**config.mk**
```make
export PLATFORM = sky130hd
export DESIGN_NAME = dest_reg_tracker
export DESIGN_NICKNAME = d
export VERILOG_FILES = /design/src/rtl/proc_pkg.sv /design/src/rtl/dest_reg_tracker_dec5_32.sv /design/src/rtl/dest_reg_tracker.sv
export SDC_FILE = /design/constraint.sdc
export NUM_CORES = 1
export LEC_CHECK = 0
export BUFFER_PORTS_ARGS = -buffer_cell sky130_fd_sc_hd__buf_2
export CAP_MARGIN = 10
export CORE_MARGIN = 3
export CORE_UTILIZATION = 45
export CTS_CLUSTER_SIZE = 12
export DETAILED_ROUTE_END_ITERATION = 8
export GPL_ROUTABILITY_DRIVEN = 0
export PLACE_DENSITY = 0.76
export SETUP_SLACK_MARGIN = 0.3
export SLEW_MARGIN = 0
export SYNTH_ARGS = -nofsm -noshare
export SYNTH_HDL_FRONTEND = slang
export SYNTH_SLANG_ARGS = --single-unit
```
**constraint.sdc**
```tcl
create_clock -name clk -period 1.93 [get_ports clk]
set_input_delay 0.2895 -clock clk [delete_from_list [all_inputs] [get_ports clk]]
set_output_delay 0.2895 -clock clk [all_outputs]
set_load 0.05 [all_outputs]
```
**src/rtl/proc_pkg.sv**
```systemverilog
// Shared processor types and constants for the destination-register tracker.
package proc_pkg;

  localparam int unsigned REG_ADDR_W = 5;
  localparam int unsigned NUM_REGS   = 32;
  localparam logic [REG_ADDR_W-1:0] ZERO_REG = 5'd31;

  typedef struct packed {
    logic                  valid;
    logic                  regwrite;
    logic                  memread;
    logic [REG_ADDR_W-1:0] rd;
  } dest_slot_t;

  typedef enum logic [1:0] {
    FWD_RF    = 2'b00,
    FWD_EXMEM = 2'b01,
    FWD_MEMWB = 2'b10
  } fwd_sel_t;

  // A slot commits a register write only for a live instruction targeting a real register.
  function automatic logic slot_writes(input dest_slot_t s, input logic [REG_ADDR_W-1:0] zero);
    return s.valid && s.regwrite && (s.rd != zero);
  endfunction

endpackage

```
**src/rtl/dest_reg_tracker_dec5_32.sv**
```systemverilog
// 5-to-32 one-hot decoder with enable; drives the register-file write enables.
module dec5_32 (
  input  logic        en,
  input  logic [4:0]  addr,
  output logic [31:0] onehot_c
);

  always_comb begin
    onehot_c = '0;
    if (en) onehot_c[addr] = 1'b1;
  end

endmodule

```
**src/rtl/dest_reg_tracker.sv**
```systemverilog
// Tracks destination registers through EX/MEM/WB, drives WB write enables and ID hazard/forwarding.
// Optional forwarding is enabled by defining DEST_TRACK_FWD_EN.
module dest_reg_tracker #(
  parameter int unsigned             ADDR_W   = proc_pkg::REG_ADDR_W,
  parameter int unsigned             NREGS    = proc_pkg::NUM_REGS,
  parameter logic [ADDR_W-1:0]       ZERO_REG = proc_pkg::ZERO_REG
) (
  input  logic              clk,
  input  logic              reset_n,
  input  logic              id_valid,
  input  logic              id_regwrite,
  input  logic              id_memread,
  input  logic [ADDR_W-1:0] id_rd,
  input  logic [ADDR_W-1:0] id_rn,
  input  logic [ADDR_W-1:0] id_rm,
  input  logic              stall,
  input  logic              flush,
  output logic [NREGS-1:0]  wb_we,
  output logic [ADDR_W-1:0] wb_rd,
  output logic              hazard,
  output logic [1:0]        fwd_rn,
  output logic [1:0]        fwd_rm
);

  import proc_pkg::*;

  dest_slot_t ex_q, ex_d;
  dest_slot_t mem_q, mem_d;
  dest_slot_t wb_q, wb_d;

  logic ex_wr, mem_wr, wb_wr;
  logic rn_ex, rm_ex, rn_mem, rm_mem;
  logic unused_memread;

  // Source-versus-destination matches; the zero register is never a dependency.
  always_comb begin
    ex_wr  = slot_writes(ex_q, ZERO_REG);
    mem_wr = slot_writes(mem_q, ZERO_REG);
    wb_wr  = slot_writes(wb_q, ZERO_REG);
    rn_ex  = ex_wr  && (id_rn != ZERO_REG) && (ex_q.rd  == id_rn);
    rm_ex  = ex_wr  && (id_rm != ZERO_REG) && (ex_q.rd  == id_rm);
    rn_mem = mem_wr && (id_rn != ZERO_REG) && (mem_q.rd == id_rn);
    rm_mem = mem_wr && (id_rm != ZERO_REG) && (mem_q.rd == id_rm);
  end

  // WB matches need nothing: the register file writes through to the same-cycle read.
  always_comb begin
    hazard = 1'b0;
    fwd_rn = FWD_RF;
    fwd_rm = FWD_RF;
`ifdef DEST_TRACK_FWD_EN
    if (id_valid) begin
      hazard = ex_q.memread && (rn_ex || rm_ex);
      if (rn_ex)       fwd_rn = FWD_EXMEM;
      else if (rn_mem) fwd_rn = FWD_MEMWB;
      if (rm_ex)       fwd_rm = FWD_EXMEM;
      else if (rm_mem) fwd_rm = FWD_MEMWB;
    end
`else
    if (id_valid) begin
      hazard = rn_ex || rm_ex || rn_mem || rm_mem;
    end
`endif
  end

  // Slot advance; flush kills what would enter EX and MEM but lets the committed MEM entry retire.
  always_comb begin
    ex_d  = '0;
    mem_d = '0;
    wb_d  = mem_q;
    if (id_valid && !stall && !hazard && !flush) begin
      ex_d.valid    = 1'b1;
      ex_d.regwrite = id_regwrite;
      ex_d.memread  = id_memread;
      ex_d.rd       = id_rd;
    end
    if (!flush) mem_d = ex_q;
  end

  always_ff @(posedge clk or negedge reset_n) begin
    if (!reset_n) begin
      ex_q  <= '0;
      mem_q <= '0;
      wb_q  <= '0;
    end else begin
      ex_q  <= ex_d;
      mem_q <= mem_d;
      wb_q  <= wb_d;
    end
  end

  assign wb_rd = wb_q.valid ? wb_q.rd : '0;

  dec5_32 u_wb_dec (
    .en       (wb_wr),
    .addr     (wb_q.rd),
    .onehot_c (wb_we)
  );

  // memread only matters for load-use in EX; later copies ride along to keep slots uniform.
  assign unused_memread = ^{ex_q.memread, mem_q.memread, wb_q.memread};

endmodule

```
==> metrics.csv, run 1 <==
stage,metric,value,unit
clock_tree,htreeDepth,1,
yosys,synth_cell_types,21,
global_route,grt-ovfl-total,4,
clock_tree,cts_buffers,3,
status,status,did not finish,
yosys,synth_top_family_by_area,simple AND/OR/NAND/NOR gates,
floorplan,die_w,58.7,um
yosys,syn-instance-count,147,
clock_tree,cts-root-buf,clkbuf_4,
floorplan,pin_count,64,
floorplan,rows,18,
yosys,yosys.area_share.simple,36.2,%
floorplan,initial_core_util,48.7,%
yosys,yosys-top-cells-area,"dfrtp_1 (42%), nor2_1 (9.9%), xor2_1 (8.4%), xnor2_1 (5.6%), nor2b_1 (5.0%)",
timing,endpoint_type,primary output,
global_route,grt_max_degree,22,
yosys,syn_area_per_cell,8.50,sq um
yosys,synth_compound_area_share,3.20,%
floorplan,die-height,58.7,um
placed_design,portBuffers,57,
yosys,yosysSeqAreaShare,42.0,%
global_route,grt_usage,62.9,%
yosys,yosys.area.top_type,dfrtp_1,
timing,postGrtWorstEndpoint,hazard,
clock_tree,cts_buffer_depth,2,
yosys,synth_area,0.00125,sq mm
yosys,synth_top_area_share,42.0,%
yosys,ys_ff_latch,21,
status,firstError,[ERROR GRT-0232] Routing congestion too high. Check the congestion heatmap in the GUI.,
yosys,synth.area.mux_share,0,%
clock_tree,cts.sinks,21,
status,haltStage,5_1_grt,
placed_design,hpwl,2560,um
yosys,synth_xor_area_share,14.0,%
global_route,antenna_found_initial,1,
yosys,synthAdderAreaFrac,0,%
yosys,yosysWarnings,0,
==> through the flow <==
stage,instance area [sq um],setup TNS (ns),setup WS [ns],std cells,hold WS [ns]
2_1_floorplan,1310,0,0.130,151,-0.00609
3_3_place_gp,1610,0,0.149,232,0.248
3_5_place_dp,1610,0,0.139,232,0.262
4_1_cts,2190,-0.105,-0.105,247,0.217
==> cell families after synthesis <==
group	after synthesis
AO/OA/AOI/OAI	5
AND/OR/NAND/NOR	91
other	1
buffers and inverters	9
XOR/XNOR	20
flip-flops	21
==> synthesized netlist by cell type, drive strengths merged <==
cell,n
nand2b,2
nor2,33
nand3,5
clkbuf,4
nand4,5
dfrtp,21
xor2,12
o211ai,2
nor2b,10
nand2,10
and2,5
xnor2,8
conb,1
o21a,1
or2,1
buf,5
nand3b,6
and3,3
nor3,10
nor4b,1
a21oi,2
==> routing by layer <==
metal,GRT overflow,track usage (%)
met5,0,11.1
met4,4,64.7
met3,0,48.9
met2,0,79.3
met1,0,61.2
==> timing repair <==
item,4_1_cts
hold buffers,1
endpoints found under the hold margin,21
endpoints found under the setup margin,32
resized for setup,133
buffers inserted,10
pin swaps,33
==> inputs of run 2 (changes only) <==
Settings changed: CORE_AREA from default to 3 3 64 66, CORE_MARGIN 3 to default, CORE_UTILIZATION 45 to default, CTS_CLUSTER_SIZE 12 to default, DIE_AREA from default to 0 0 67 69, PLACE_DENSITY 0.76 to default, PLACE_DENSITY_LB_ADDON from default to 0.15, SETUP_SLACK_MARGIN 0.3 to default.
==> metrics.csv, run 2 <==
stage,metric,value,unit
cells_and_area,largest_registers,"ex_q x7, mem_q x7, wb_q x7",
yosys,synth_top_area_share,42.0,%
floorplan,rows,22,
timing,hold_violations,0,
detailed_routing,vias,1189,
yosys,ys_async_sr_fraction,100,%
yosys,ys_ff_latch,21,
timing,setup_ws,-0.0345,ns
global_route,grt_usage,12.6,%
detailed_routing,routedWlPerCell,11.9,um
timing,whs,0.276,ns
yosys,yosys-top-cells-area,"dfrtp_1 (42%), nor2_1 (9.9%), xor2_1 (8.4%), xnor2_1 (5.6%), nor2b_1 (5.0%)",
timing,max_freq,0.509,GHz
placed_design,portBuffers,57,
setup_path,r2r_cells,7,
power,p_leak,0.883,nW
clock_tree,cts_buffers,3,
timing,timing.final.max_slew_violations,0,
placed_design,hpwl,2540,um
power,ir_worst_vdd,304,uV
cells_and_area,antenna_cells,0,
detailed_routing,totalWireLength,3080,um
yosys,syn-instance-count,147,
setup_path,critPathKind,reg -> out,
yosys,ys_top_cells_by_count,"nor2_1 (33), dfrtp_1 (21), xor2_1 (12)",
global_route,grt_pass1_vias,1099,
cells_and_area,fin_cells,260,
yosys,yosysSeqAreaShare,42.0,%
setup_path,end_kind,primary output,
placed_design,dp_slack,0.138,ns
worst_hold_path,hp-class,in -> reg,
timing,fin_skew,0.00446,ns
timing,finalSetupViolations,1,
yosys,ys.flop_type,dfrtp_1,
global_route,grt-ovfl-total,0,
yosys,synth-edff-count,0,
global_route,antenna_found_initial,0,
status,violations,negative setup slack,
power,power_per_cell_area,501,mW/mm^2
clock_tree,cts_buffer_depth,2,
cells_and_area,syn_to_final_growth,35.0,%
clock_tree,clk_pin_slew_worst_paths,0.07,ns
global_route,grt_pass1_wl,4730,um
yosys,post-synth-top-count-cell,nor2_1,
clock_tree,clk_latency,0.25,ns
setup_path,arrival,1.68,ns
clock_tree,cts_tree,built,
yosys,syn_area_per_cell,8.50,sq um
clock_tree,cts.sinks,21,
setup_path,r2r_setup_slack,0.46,ns
floorplan,die-height,69,um
cells_and_area,layout_commonest_cell,buf_2,
timing,setup_tns,-0.0345,ns
cells_and_area,utilization,46.5,%
clock_tree,cts-root-buf,clkbuf_8,
cells_and_area,layout-drive-gt1-share,35.4,%
setup_path,worstSetupEndpoint,hazard,
detailed_routing,first_pass_iters,4,
status,status,"finished, violations left",
setup_path,required,1.64,ns
clock_tree,htreeDepth,1,
floorplan,initial_core_util,34.4,%
cells_and_area,nets,235,
timing,period_share,102,%
floorplan,dieArea,0.00462,sq mm
detailed_routing,drtAntennaViolNets,0,
detailed_routing,drt_iter0_markers,31,
floorplan,die_w,67,um
detailed_routing,drc,0,
placed_design,post-place-cells,250,
setup_path,r2r-start,mem_q[4],
timing,fin_crit,1.96,ns
floorplan,core_area,0.00363,sq mm
detailed_routing,viasPerCell,4.57,
setup_path,cp_max_fo,4,
yosys,synth_area,0.00125,sq mm
timing,rsz0062_at_grt,yes,
yosys,yosysWarnings,0,
setup_path,r2r-end,ex_q[7],
cells_and_area,final_cell_mix,"buf_2 (55), nor2_1 (32), dfrtp_1 (19)",
flow_run,drv_cap,0,
global_route,grt_max_degree,22,
yosys,synth_cell_types,21,
yosys,yosys.area.top_type,dfrtp_1,
setup_path,startpoint_type,register,
setup_path,startpoint,mem_q[0],
floorplan,pin_count,64,
==> run 2: layer usage <==
layer / routed length (um) / GRT usage, % / up-vias
li1: - / - / 600
met1: 1180 / 13.4 / 535
met2: 1660 / 25.4 / 54
met3: 241 / 1.63 / 0
met4: 0 / 2.03 / 0
met5: 0 / 0 / -
==> run 2: stage by stage <==
stage                     power (W)  instance area, sq um
after detailed placement   0.000578                  1580
final                      0.000846                  1690
after global placement     0.000574                  1580
after CTS                  0.000851                  1650
after floorplan            0.000538                  1260
after global routing       0.000885                  1690
==> run 2: how the worst min path moves through the flow <==
stage,startpoint,end,depth (start not counted)
2_1_floorplan,reset_n,ex_q[0],0
3_3_place_gp,reset_n,ex_q[3],1
3_5_place_dp,reset_n,ex_q[3],1
4_1_cts,id_regwrite,ex_q[6],3
5_1_grt,id_rd[2],ex_q[2],3
6_report,id_regwrite,ex_q[6],3
==> run 2: power by group <==
group	total, W	internal [W]	switching (W)
logic	0.000116	0.0000450	0.0000713
registers	0.000459	0.000449	0.00000944
clock network	0.000271	0.000143	0.000128
total	0.000846	0.000637	0.000209
==> run 2: critical path, stage by stage (launching register included) <==
cell and delay, ns:
dfrtp_2 0.45, xor2_1 0.16, nor3_1 0.19, nand4_1 0.12, a21oi_2 0.20, o21a_1 0.16
buf_6 0.15
==> run 2: repair_timing <==
item,4_1_cts,5_1_grt
endpoints found under the setup margin,1,9
gates resized for setup,3,3
setup buffers,1,4
pin swaps,3,10
endpoints found under the hold margin,21,0
hold buffers,1,0
==> run 2: layout make-up <==
class	instances	area [sq um]
clock inverter	1	5.00
sequential	21	528
tap	48	60.1
clock buffer	3	41.3
multi-input combinational	121	689
fill	367	1950
timing repair buffer	66	364
==> run 2: logic make-up after synthesis <==
group / after synthesis / synth area share (%)
flops: 21 / 42.0
buf+inv: 9 / 4.20
other cells: 1 / 0.300
xor+xnor: 20 / 14.0
compound gates: 5 / 3.20
simple gates: 91 / 36.2
Power figures use the tool's default switching activity.
==> inputs of run 3 (changes only) <==
Clock period 1.93 ns to 2.1 ns, I/O delays scaled along.
==> metrics.csv, run 3 (synthesized netlist as in run 2, its figures left out) <==
stage,metric,value,unit
timing,whs,-0.00470,ns
cells_and_area,layout-drive-gt1-share,34.3,%
setup_path,required,1.78,ns
clock_tree,clk_latency,0.25,ns
detailed_routing,dr.max_layer_used,met4,
detailed_routing,vias,1179,
floorplan,pin_count,64,
power,ir_worst_vdd,303,uV
cells_and_area,nets,233,
placed_design,portBuffers,57,
status,status,"finished, violations left",
clock_tree,cts_buffers,3,
detailed_routing,drtAntennaViolNets,0,
global_route,grt_max_degree,22,
timing,max_freq,0.494,GHz
global_route,grt_usage,13.0,%
cells_and_area,largest_registers,"ex_q x7, mem_q x7, wb_q x7",
detailed_routing,drt-met1-wl,1140,um
floorplan,die_w,67,um
clock_tree,htreeDepth,1,
global_route,grt_pass1_vias,1104,
setup_path,critPathKind,reg -> out,
floorplan,initial_core_util,34.4,%
placed_design,hpwl,2510,um
floorplan,core_area,0.00363,sq mm
global_route,antenna_found_initial,0,
status,violations,negative hold slack,
detailed_routing,drt_iter0_markers,34,
clock_tree,hold_buffers,0,
detailed_routing,viasPerCell,4.57,
timing,hold_violations,5,
setup_path,arrival,1.71,ns
setup_path,slowest_delay,0.45,ns
timing,setup_tns,0,ns
detailed_routing,first_pass_iters,4,
worst_hold_path,hp-class,in -> async,
clock_tree,cts.sinks,21,
flow_run,drv_cap,0,
setup_path,cp_top_family,flip-flops,
cells_and_area,syn_to_final_growth,33.1,%
timing,fin_crit,2.02,ns
timing,finalSetupViolations,0,
timing,rsz0062_at_grt,no,
setup_path,startpoint_type,register,
timing,fin_skew,0.00132,ns
detailed_routing,routedWlPerCell,11.7,um
setup_path,r2r_setup_slack,0.60,ns
setup_path,crit_slowest_cell,dfrtp_2,
floorplan,rows,22,
detailed_routing,wl_met3,250,um
clock_tree,cts_buffer_depth,2,
cells_and_area,layout_commonest_cell,buf_2,
detailed_routing,met2_length,1620,um
setup_path,crit_buf_inv,1,
clock_tree,cts-root-buf,clkbuf_8,
floorplan,dieArea,0.00462,sq mm
global_route,grt-ovfl-total,0,
floorplan,die-height,69,um
clock_tree,cts_tree,built,
cells_and_area,n_fill_cell,370,
clock_tree,clk_pin_slew_worst_paths,0.07,ns
detailed_routing,drc,0,
timing,timing.final.max_slew_violations,0,
power,power_per_cell_area,468,mW/mm^2
timing,period_share,96.4,%
cells_and_area,final_cell_mix,"buf_2 (56), nor2_1 (33), dfrtp_1 (20)",
setup_path,cp_cell_sequence,xor2_1 > nor3_1 > nand4_1 > a21oi_2 > o21a_1 > buf_6,
power,p_leak,0.878,nW
global_route,grt_pass1_wl,4850,um
detailed_routing,totalWireLength,3030,um
cells_and_area,antenna_cells,0,
setup_path,end_kind,primary output,
setup_path,cp_max_fo,4,
==> run 3: changes by cell type in the layout (fill, tap and decap cells not counted), sizes merged <==
cell	delta
clkbuf	-1
dlygate4sd3	-1
==> run 3: per-stage QoR <==
| step | utilization, % | cells | area (sq um) | total power (W) | setup WS (ns) |
|---|---|---|---|---|---|
| floorplan | - | 151 | 1260 | 0.000494 | 0.193 |
| finish | 45.8 | 258 | 1660 | 0.000779 | 0.0759 |
| detailed placement | 43.5 | 250 | 1580 | 0.000531 | 0.255 |
| global route | 45.8 | 258 | 1660 | 0.000813 | 0.00279 |
| CTS | 44.8 | 254 | 1630 | 0.000784 | 0.0374 |
| global placement | 43.5 | 250 | 1580 | 0.000527 | 0.300 |
==> run 3: final cells by class <==
cell class	instances	area, sq um	area share, %
Timing Repair Buffer	64	344	20.7
Sequential cell	21	527	31.7
Clock inverter	1	5.00	0.301
Multi-Input combinational cell	121	687	41.3
Tap cell	48	60.1	3.61
Clock buffer	3	41.3	2.48
==> run 3: power breakdown <==
part	switching [W]	leakage (nW)	internal (W)	total [W]
logic	0.0000641	0.565	0.0000398	0.000104
registers	0.00000860	0.288	0.000413	0.000421
clock network	0.000122	0.0255	0.000132	0.000253
total	0.000194	0.878	0.000584	0.000779
==> run 3: final timing paths <==
check / startpoint / to / cells after the start
worst max-delay path: mem_q[0] / hazard / 6
max in group asynchronous: reset_n / mem_q[0] / 1
min in group clk: id_rd[2] / ex_q[2] / 3
worst min register to register: mem_q[6] / wb_q[6] / 0
worst min-delay path: reset_n / ex_q[4] / 1
worst max register to register: mem_q[0] / ex_q[7] / 6
==> run 3: layer usage <==
layer / GRT usage [%] / vias up
met1: 14.0 / 527
li1: - / 598
met2: 25.3 / 52
met3: 1.95 / 2
met4: 3.38 / 0
met5: 0 / -
==> run 3: repair_timing <==
action,in CTS,in global routing
pin swaps,0,3
endpoints found under the setup margin,1,1
gates resized for setup,1,2
buffers inserted,0,4
==> inputs of run 4 (changes only) <==
Settings changed: CTS_CLUSTER_SIZE from default to 40, REMOVE_ABC_BUFFERS from default to 1.
==> metrics.csv, run 4 (synthesized netlist as in run 2, its figures left out) <==
stage,metric,value,unit
floorplan,pin_count,64,
global_route,grt_pass1_wl,4690,um
status,status,"finished, violations left",
global_route,grt-ovfl-total,0,
power,finalPower,0.000786,W
timing,fin_crit,2.00,ns
detailed_routing,viasPerCell,4.62,
timing,period_share,95.1,%
timing,max_freq,0.500,GHz
clock_tree,hold_buffers,0,
clock_tree,cts_buffers,3,
placed_design,hpwl,2490,um
timing,whs,-0.0101,ns
cells_and_area,layout_commonest_cell,buf_2,
detailed_routing,totalWireLength,3030,um
timing,rsz0062_at_grt,no,
floorplan,core_area,0.00363,sq mm
floorplan,die-height,69,um
timing,setup_tns,0,ns
power,power_per_cell_area,478,mW/mm^2
cells_and_area,largest_registers,"ex_q x7, mem_q x7, wb_q x7",
global_route,grt_max_degree,22,
cells_and_area,layout-drive-gt1-share,33.3,%
power,p_leak,0.863,nW
setup_path,critPathKind,reg -> out,
placed_design,post-place-cells,249,
global_route,antenna_found_initial,0,
timing,setup_ws,0.102,ns
floorplan,initial_core_util,34.4,%
cells_and_area,nets,230,
detailed_routing,vias,1178,
timing,hold_violations,19,
cells_and_area,final_cell_mix,"buf_2 (56), nor2_1 (33), dfrtp_1 (21)",
placed_design,placed_area,0.00157,sq mm
placed_design,portBuffers,57,
clock_tree,cts_tree,built,
worst_hold_path,hp-class,in -> async,
setup_path,startpoint_type,register,
flow_run,drv_cap,0,
floorplan,die_w,67,um
clock_tree,cts.sinks,21,
timing,finalSetupViolations,0,
floorplan,rows,22,
detailed_routing,routedWlPerCell,11.9,um
detailed_routing,first_pass_iters,4,
placed_design,dp_slack,0.243,ns
detailed_routing,drt_iter0_markers,11,
power,ir_worst_vdd,309,uV
timing,timing.final.max_slew_violations,0,
cells_and_area,postLayoutCellArea,0.00165,sq mm
cells_and_area,syn_to_final_growth,31.6,%
setup_path,required,1.78,ns
timing,fin_skew,0.00660,ns
clock_tree,cts-root-buf,clkbuf_8,
clock_tree,cts_buffer_depth,2,
clock_tree,clk_latency,0.26,ns
status,violations,negative hold slack,
cells_and_area,antenna_cells,0,
clock_tree,htreeDepth,1,
global_route,grt_usage,12.9,%
setup_path,arrival,1.68,ns
setup_path,end_kind,primary output,
floorplan,dieArea,0.00462,sq mm
detailed_routing,drtAntennaViolNets,0,
clock_tree,clk_pin_slew_worst_paths,0.08,ns
global_route,grt_pass1_vias,1097,
setup_path,cp_max_fo,3,
detailed_routing,drc,0,
cells_and_area,fin_cells,255,
run 4: cell types whose count changed in the layout (fill, tap and decap cells not counted), sizes merged:
cell / before / now
buf: 64 / 61
run 4: cell type report:
class                   instances  area [sq um]
well taps                      48          60.1
fillers                       378          1990
clock buffers                   3          41.3
clock inverters                 1          5.00
flip-flops and latches         21           526
multi-input cells             121           692
repair buffers                 61           322
run 4: path summary, 6_finish.rpt:
kind | from | endpoint | slack, ns | cells past startpoint
setup / recovery | mem_q[3] | hazard | 0.10 | 6
hold / removal | reset_n | mem_q[6] | -0.01 | 1
setup reg to reg | mem_q[3] | ex_q[7] | 0.65 | 6
hold reg to reg | mem_q[6] | wb_q[6] | 0.40 | 0
max in group asynchronous | reset_n | ex_q[6] | 1.79 | 1
min in group clk | id_rd[2] | ex_q[2] | 0.28 | 3
run 4: routing by layer:
| metal | routed length (um) | GRT usage (%) |
|---|---|---|
| met5 | 0 | 0 |
| met4 | 37 | 4.73 |
| met3 | 332 | 3.09 |
| met2 | 1540 | 24.9 |
| met1 | 1120 | 12.7 |
run 4: repair_timing:
| action | 4_1_cts | 5_1_grt |
|---|---|---|
| gates resized for setup | 1 | 2 |
| setup buffers | 0 | 2 |
| pin swaps | 0 | 9 |
| endpoints found under the setup margin | 1 | 1 |
run 4: report_power, final:
part,switching [W],leakage (nW),total [W],internal [W]
clock,0.000129,0.0255,0.000262,0.000132
combinational,0.0000647,0.548,0.000103,0.0000384
sequential,0.00000869,0.289,0.000421,0.000412
total,0.000203,0.863,0.000786,0.000583
run 4: worst max-delay path: stages (launching register included):
cell,delay [ns]
dfrtp_1,0.42
xor2_1,0.16
nor3_2,0.19
nand4_1,0.13
a21oi_2,0.21
o21a_1,0.16
buf_6,0.15
run 4: through the flow:
| stage | util (%) | hold WS (ns) |
|---|---|---|
| after global routing | 45.3 | 0.0350 |
| final | 45.3 | -0.0101 |
| after CTS | 44.6 | 0.00598 |
| after floorplan | - | 0.0194 |
| after global placement | 43.3 | 0.287 |
| after detailed placement | 43.3 | 0.293 |
